<file path="src/rtl/apb_slave_regbank.sv">
// APB completer with a bank of 32-bit R/W registers and a sticky protocol-error flag.
// Latency: Pready rises WAIT_STATES+1 cycles after the setup cycle; all responses are registered.
// Backpressure: holds Pready low for WAIT_STATES access cycles; an early drop of sel/Penable aborts.
module apb_slave_regbank #(
    parameter int NUM_REGS    = 16,
    parameter int WAIT_STATES = 0,
    parameter int SEL_BIT     = 0
) (
    input  logic        Hclk,
    input  logic        Hresetn,
    input  logic [2:0]  Pselx,
    input  logic        Penable,
    input  logic        Pwrite,
    input  logic [31:0] Paddr,
    input  logic [31:0] Pwdata,
    output logic [31:0] Prdata,
    output logic        Pready,
    output logic        Pslverr,
    output logic        proto_err,
    output logic [15:0] xfer_count
);

    typedef enum logic [1:0] {IDLE, ACCESS_WAIT, ACCESS_DONE} state_t;

    localparam logic [3:0] WAIT_INIT  = 4'(WAIT_STATES);
    localparam logic [4:0] NUM_REGS_W = 5'(NUM_REGS);

    state_t      state_q, state_d;
    logic [5:0]  addr_q, addr_d;
    logic        write_q, write_d;
    logic [31:0] wdata_q, wdata_d;
    logic [3:0]  wcnt_q, wcnt_d;
    logic [31:0] regs_q [16];
    logic [31:0] regs_d [16];
    logic [31:0] prdata_q, prdata_d;
    logic        pready_q, pready_d;
    logic        pslverr_q, pslverr_d;
    logic        proto_err_q, proto_err_d;
    logic [15:0] xfer_count_q, xfer_count_d;

    logic sel, setup, access, take_setup;
    logic unused_inputs;

    assign sel    = Pselx[SEL_BIT];
    assign setup  = sel & ~Penable;
    assign access = sel & Penable;

    // Only the word index and alignment bits matter; the rest of the bus is decoded upstream.
    assign unused_inputs = ^{Paddr[31:6], Pselx};

    function automatic logic addr_bad(input logic [5:0] a);
        return (a[1:0] != 2'b00) || ({1'b0, a[5:2]} >= NUM_REGS_W);
    endfunction

    always_comb begin
        state_d      = state_q;
        addr_d       = addr_q;
        write_d      = write_q;
        wdata_d      = wdata_q;
        wcnt_d       = wcnt_q;
        regs_d       = regs_q;
        prdata_d     = prdata_q;
        proto_err_d  = proto_err_q;
        xfer_count_d = xfer_count_q;
        take_setup   = 1'b0;

        case (state_q)
            IDLE: begin
                if (access) begin
                    proto_err_d = 1'b1;
                end else if (setup) begin
                    take_setup = 1'b1;
                end
            end
            ACCESS_WAIT: begin
                if (access) begin
                    wcnt_d = wcnt_q - 4'd1;
                    if (wcnt_q == 4'd1) begin
                        state_d = ACCESS_DONE;
                    end
                end else begin
                    proto_err_d = 1'b1;
                    state_d     = IDLE;
                    take_setup  = setup;
                end
            end
            ACCESS_DONE: begin
                if (access) begin
                    state_d      = IDLE;
                    xfer_count_d = xfer_count_q + 16'd1;
                    if (write_q && !addr_bad(addr_q)) begin
                        regs_d[addr_q[5:2]] = wdata_q;
                    end
                end else begin
                    proto_err_d = 1'b1;
                    state_d     = IDLE;
                    take_setup  = setup;
                end
            end
            default: state_d = IDLE;
        endcase

        if (take_setup) begin
            addr_d  = Paddr[5:0];
            write_d = Pwrite;
            wdata_d = Pwdata;
            wcnt_d  = WAIT_INIT;
            state_d = (WAIT_STATES == 0) ? ACCESS_DONE : ACCESS_WAIT;
        end

        // Response is computed one cycle ahead so every APB output comes straight from a flop.
        pready_d  = (state_d == ACCESS_DONE);
        pslverr_d = pready_d && addr_bad(addr_d);
        if (pready_d) begin
            prdata_d = addr_bad(addr_d) ? 32'h0 : regs_q[addr_d[5:2]];
        end
    end

    always_ff @(posedge Hclk) begin
        if (!Hresetn) begin
            state_q      <= IDLE;
            addr_q       <= '0;
            write_q      <= 1'b0;
            wdata_q      <= '0;
            wcnt_q       <= '0;
            for (int i = 0; i < 16; i++) begin
                regs_q[i] <= '0;
            end
            prdata_q     <= '0;
            pready_q     <= 1'b0;
            pslverr_q    <= 1'b0;
            proto_err_q  <= 1'b0;
            xfer_count_q <= '0;
        end else begin
            state_q      <= state_d;
            addr_q       <= addr_d;
            write_q      <= write_d;
            wdata_q      <= wdata_d;
            wcnt_q       <= wcnt_d;
            regs_q       <= regs_d;
            prdata_q     <= prdata_d;
            pready_q     <= pready_d;
            pslverr_q    <= pslverr_d;
            proto_err_q  <= proto_err_d;
            xfer_count_q <= xfer_count_d;
        end
    end

    assign Prdata     = prdata_q;
    assign Pready     = pready_q;
    assign Pslverr    = pslverr_q;
    assign proto_err  = proto_err_q;
    assign xfer_count = xfer_count_q;

endmodule
</file>
<file path="config.mk">
export PLATFORM = sky130hd
export DESIGN_NAME = apb_slave_regbank
export DESIGN_NICKNAME = d
export VERILOG_FILES = /design/src/rtl/apb_slave_regbank.sv
export SDC_FILE = /design/constraint.sdc
export NUM_CORES = 2
export LEC_CHECK = 0
export CORE_ASPECT_RATIO = 0.7
export CORE_MARGIN = 10
export CORE_UTILIZATION = 28
export CTS_CLUSTER_SIZE = 16
export DETAILED_ROUTE_END_ITERATION = 8
export GPL_ROUTABILITY_DRIVEN = 0
export SETUP_SLACK_MARGIN = 0.3
export SLEW_MARGIN = 25
export SYNTH_ARGS = -nofsm -noshare
export SYNTH_HDL_FRONTEND = slang
export SYNTH_SLANG_ARGS = --single-unit
</file>
<file path="constraint.sdc">
create_clock -name Hclk -period 2.8 [get_ports Hclk]
set_input_delay 0.42 -clock Hclk [delete_from_list [all_inputs] [get_ports Hclk]]
set_output_delay 0.42 -clock Hclk [all_outputs]
set_load 0.1 [all_outputs]
</file>
==> impl_metrics.ini <==
[synth]
yosys_warnings = 0
async_reset_ff_share_pct = 0
synth.yosys.seq_area_share_pct = 42.5
synth.cell_area_sq_um = 28700
synth_cells = 3333
ys_ff_latch = 608
postSynth.topFlopCell = sky130_fd_sc_hd__dfxtp_1
synth-edff-count = 0
synthDistinctLibCells = 52
postSynthNetCount = 3411
postSynthAreaPerCell_sq_um = 8.60

[timing]
period_minus_slack_ps = 2700
final-max-slew-violation-count = 0
fin_worst_skew_ps = 32.5
worst_slew_pin_slew_ps = 1010
fmax_ghz = 0.371
timing.slew.headroom_pct = 32.8
rsz_0062_raised_after_global_routing = true
finalWorstSetupSlack_ps = 104
setup_viols_final = 0
layout_worst_path_cycle_share_pct = 96.3
finalHoldViolations = 0

[place]
place_worst_setup_slack_ps = -340
hpwl_um = 64100
dpl-instance-area_sq_um = 32300
placement.io_buffers = 93

[outcome]
status = completed

[layout]
num-nets-final = 3491
register_area_sq_um = 12200
layout_common_cells = sky130_fd_sc_hd__nand2_1, sky130_fd_sc_hd__dfxtp_1, sky130_fd_sc_hd__a21boi_0, sky130_fd_sc_hd__mux2i_1, sky130_fd_sc_hd__buf_4
post_route_cells_drive_above_1_share_pct = 16.1
syn_to_final_growth_pct = 24.8
multi_input_comb_area_sq_um = 15500
stdcell_area_sq_um = 35800
filler_cell_count = 10300
layout_commonest_cell = sky130_fd_sc_hd__nand2_1

[global_routing]
antenna_violations_before_repair = 1
grt.overflow.total = 0
first_pass_grt_wire_length_um = 153000
gr-usage-all-layers_pct = 17.0
maximum_number_of_pins_on_one_net_before_global_route_repair = 230
first_global_vias = 23500

[clocking]
cts_tree = done
cts-hold-fix-buffers = 0
h-tree-depth = 2
numClockSinks = 608
path_clk_slew_ps = 70
worst_skew_pair.late_latency_ps = 660
cts_inserted_buffers = 61
clockBufferDepth = 3
clock-root-buffer = sky130_fd_sc_hd__clkbuf_16

[setup_path]
critical_path.most_common_cell = sky130_fd_sc_hd__buf_12
path_buf_inv = 5
critical-path-top-delay-family = multiplexers
path_cells = ha_4, nor3b_4, buf_12, mux2i_4, buf_12, buf_12, buf_12, buf_8, mux4_2, mux2i_1, a2bb2oi_1, a32o_1
cpPeakStageDelay_ps = 480
crit-reg2reg-launch = state_q[0]
regToRegEndpoint = Prdata[27]
timing.critical_path.to_type = register
cp-startpoint = state_q[0]
cp_data_arrival_time_ps = 3240
r2r_slack_ps = 100
worst-endpoint-required_ps = 3350
worst-path-max-fanout = 6
critPathLaunchType = register
cp.depth = 12
cpMaxStageDelayCell = sky130_fd_sc_hd__mux4_2
reg2regPathDepth = 12
timing.critical_path.to = Prdata[27]
timing_worst_setup_path_type = register to register

[floorplanning]
core-area_sq_um = 102000
dieHeight_um = 288
floorplan.rows = 98
die_width_um = 402
initial_core_util_pct = 28.2
boundaryPins = 122
die-area_sq_um = 116000

[run]
max_cap_violations = 0

[routing]
routed_wirelength_um = 106000
vias = 24800
detail_route.drc_violations = 0
dr.pass1.iters = 6
wire_per_inst_um = 22.0
detail_route.vias_per_cell = 5.15
detail_route.iter0.violations = 2692
drt.antenna.violating_nets = 0

[power_and_ir_drop]
cellLeakagePower_nw = 12.7
vdd_ir_drop_max_mv = 0.570
power_density_nw_per_um2 = 548
post-layout-total-power_mw = 19.6

[min_path]
hp-class = input pin to register
==> through the flow <==
stage | instances | TNS, ps | hold slack, ps | utilization, %
floorplan | 3333 | 0 | 427 | -
global placement | 4642 | -10440 | 436 | 31.8
detailed placement | 4642 | -14710 | 443 | 31.8
CTS | 4792 | 0 | 70.1 | 34.6
global route | 4814 | -37.7 | 100 | 35.1
finish | 4816 | 0 | 101 | 35.1
==> where the power goes <==
part	switching (mW)	total [mW]	internal, mW
registers	0.173	8.87	8.69
logic	0.985	1.78	0.792
clock network	3.67	8.97	5.30
==> state kept, by name (all words and copies together) (netlist names), 2 cells and up <==
name / flops
Prdata: 32
addr_q: 6
regs_q: 512
state_q: 2
wcnt_q: 4
wdata_q: 32
xfer_count: 16
==> metal layers <==
| layer | GRT usage (%) | vias up | share of wire (%) |
|---|---|---|---|
| li1 | - | 11500 | - |
| met3 | 2.75 | 173 | 8.4 |
| met4 | 5.27 | 0 | 2.7 |
| met5 | 0 | - | 0 |
| met1 | 24.5 | 12100 | 46 |
| met2 | 25.9 | 952 | 43 |
==> cells by family (layout without fill, tap and decap cells) <==
kind of cell,count (synthesis),count (layout),share of synthesized area [%]
AO/OA/AOI/OAI,759,759,20.1
XOR/XNOR,15,15,0.458
adder cells (fa/ha/maj),7,7,0.306
buffers and inverters,336,467,4.89
flip-flops,608,608,42.5
multiplexers,343,343,14.4
other,0,2,0
AND/OR/NAND/NOR,1265,1265,17.4
==> what timing repair did <==
action	4_1_cts	5_1_grt
pin swaps	16	30
resized for setup	49	144
buffers inserted	27	12
endpoints found under the setup margin	42	262
cloned	9	10
==> synthesized netlist by cell type (18+ instances only) <==
cell,instances,area [sq um]
sky130_fd_sc_hd__a31oi_1,46,288
sky130_fd_sc_hd__a32o_1,28,280
sky130_fd_sc_hd__o22ai_1,19,119
sky130_fd_sc_hd__dfxtp_1,608,12200
sky130_fd_sc_hd__nand3_1,19,95.1
sky130_fd_sc_hd__mux2i_1,270,2700
sky130_fd_sc_hd__a21boi_0,517,3880
sky130_fd_sc_hd__mux2_2,20,225
sky130_fd_sc_hd__clkbuf_1,264,991
sky130_fd_sc_hd__nand2_1,1136,4260
sky130_fd_sc_hd__a21boi_1,34,255
sky130_fd_sc_hd__mux4_2,52,1170
sky130_fd_sc_hd__nor2b_1,21,131
sky130_fd_sc_hd__nor3_1,23,115
sky130_fd_sc_hd__o221ai_1,19,166
sky130_fd_sc_hd__and2_1,18,113
sky130_fd_sc_hd__buf_2,43,215
==> cell type report <==
cell class / count / area share (%)
multi-input combinational: 2389 / 43.2
sequential: 608 / 34.1
timing repair buffer: 347 / 11.8
clock buffer: 87 / 5.05
tap: 1350 / 4.72
clock inverter: 27 / 1.06
inverter: 6 / 0.0735
antenna: 2 / 0.0140
==> how the worst min path moves through the flow <==
| stage | startpoint | cells past startpoint | to |
|---|---|---|---|
| 2_1_floorplan | regs_q[446] | 2 | regs_q[446] |
| 3_5_place_dp | regs_q[430] | 2 | regs_q[430] |
| 3_3_place_gp | regs_q[490] | 2 | regs_q[490] |
| 5_1_grt | Hresetn | 2 | xfer_count[5] |
| 6_report | Hresetn | 2 | xfer_count[5] |
| 4_1_cts | Hresetn | 2 | xfer_count[5] |
Power figures use the tool's default switching activity.
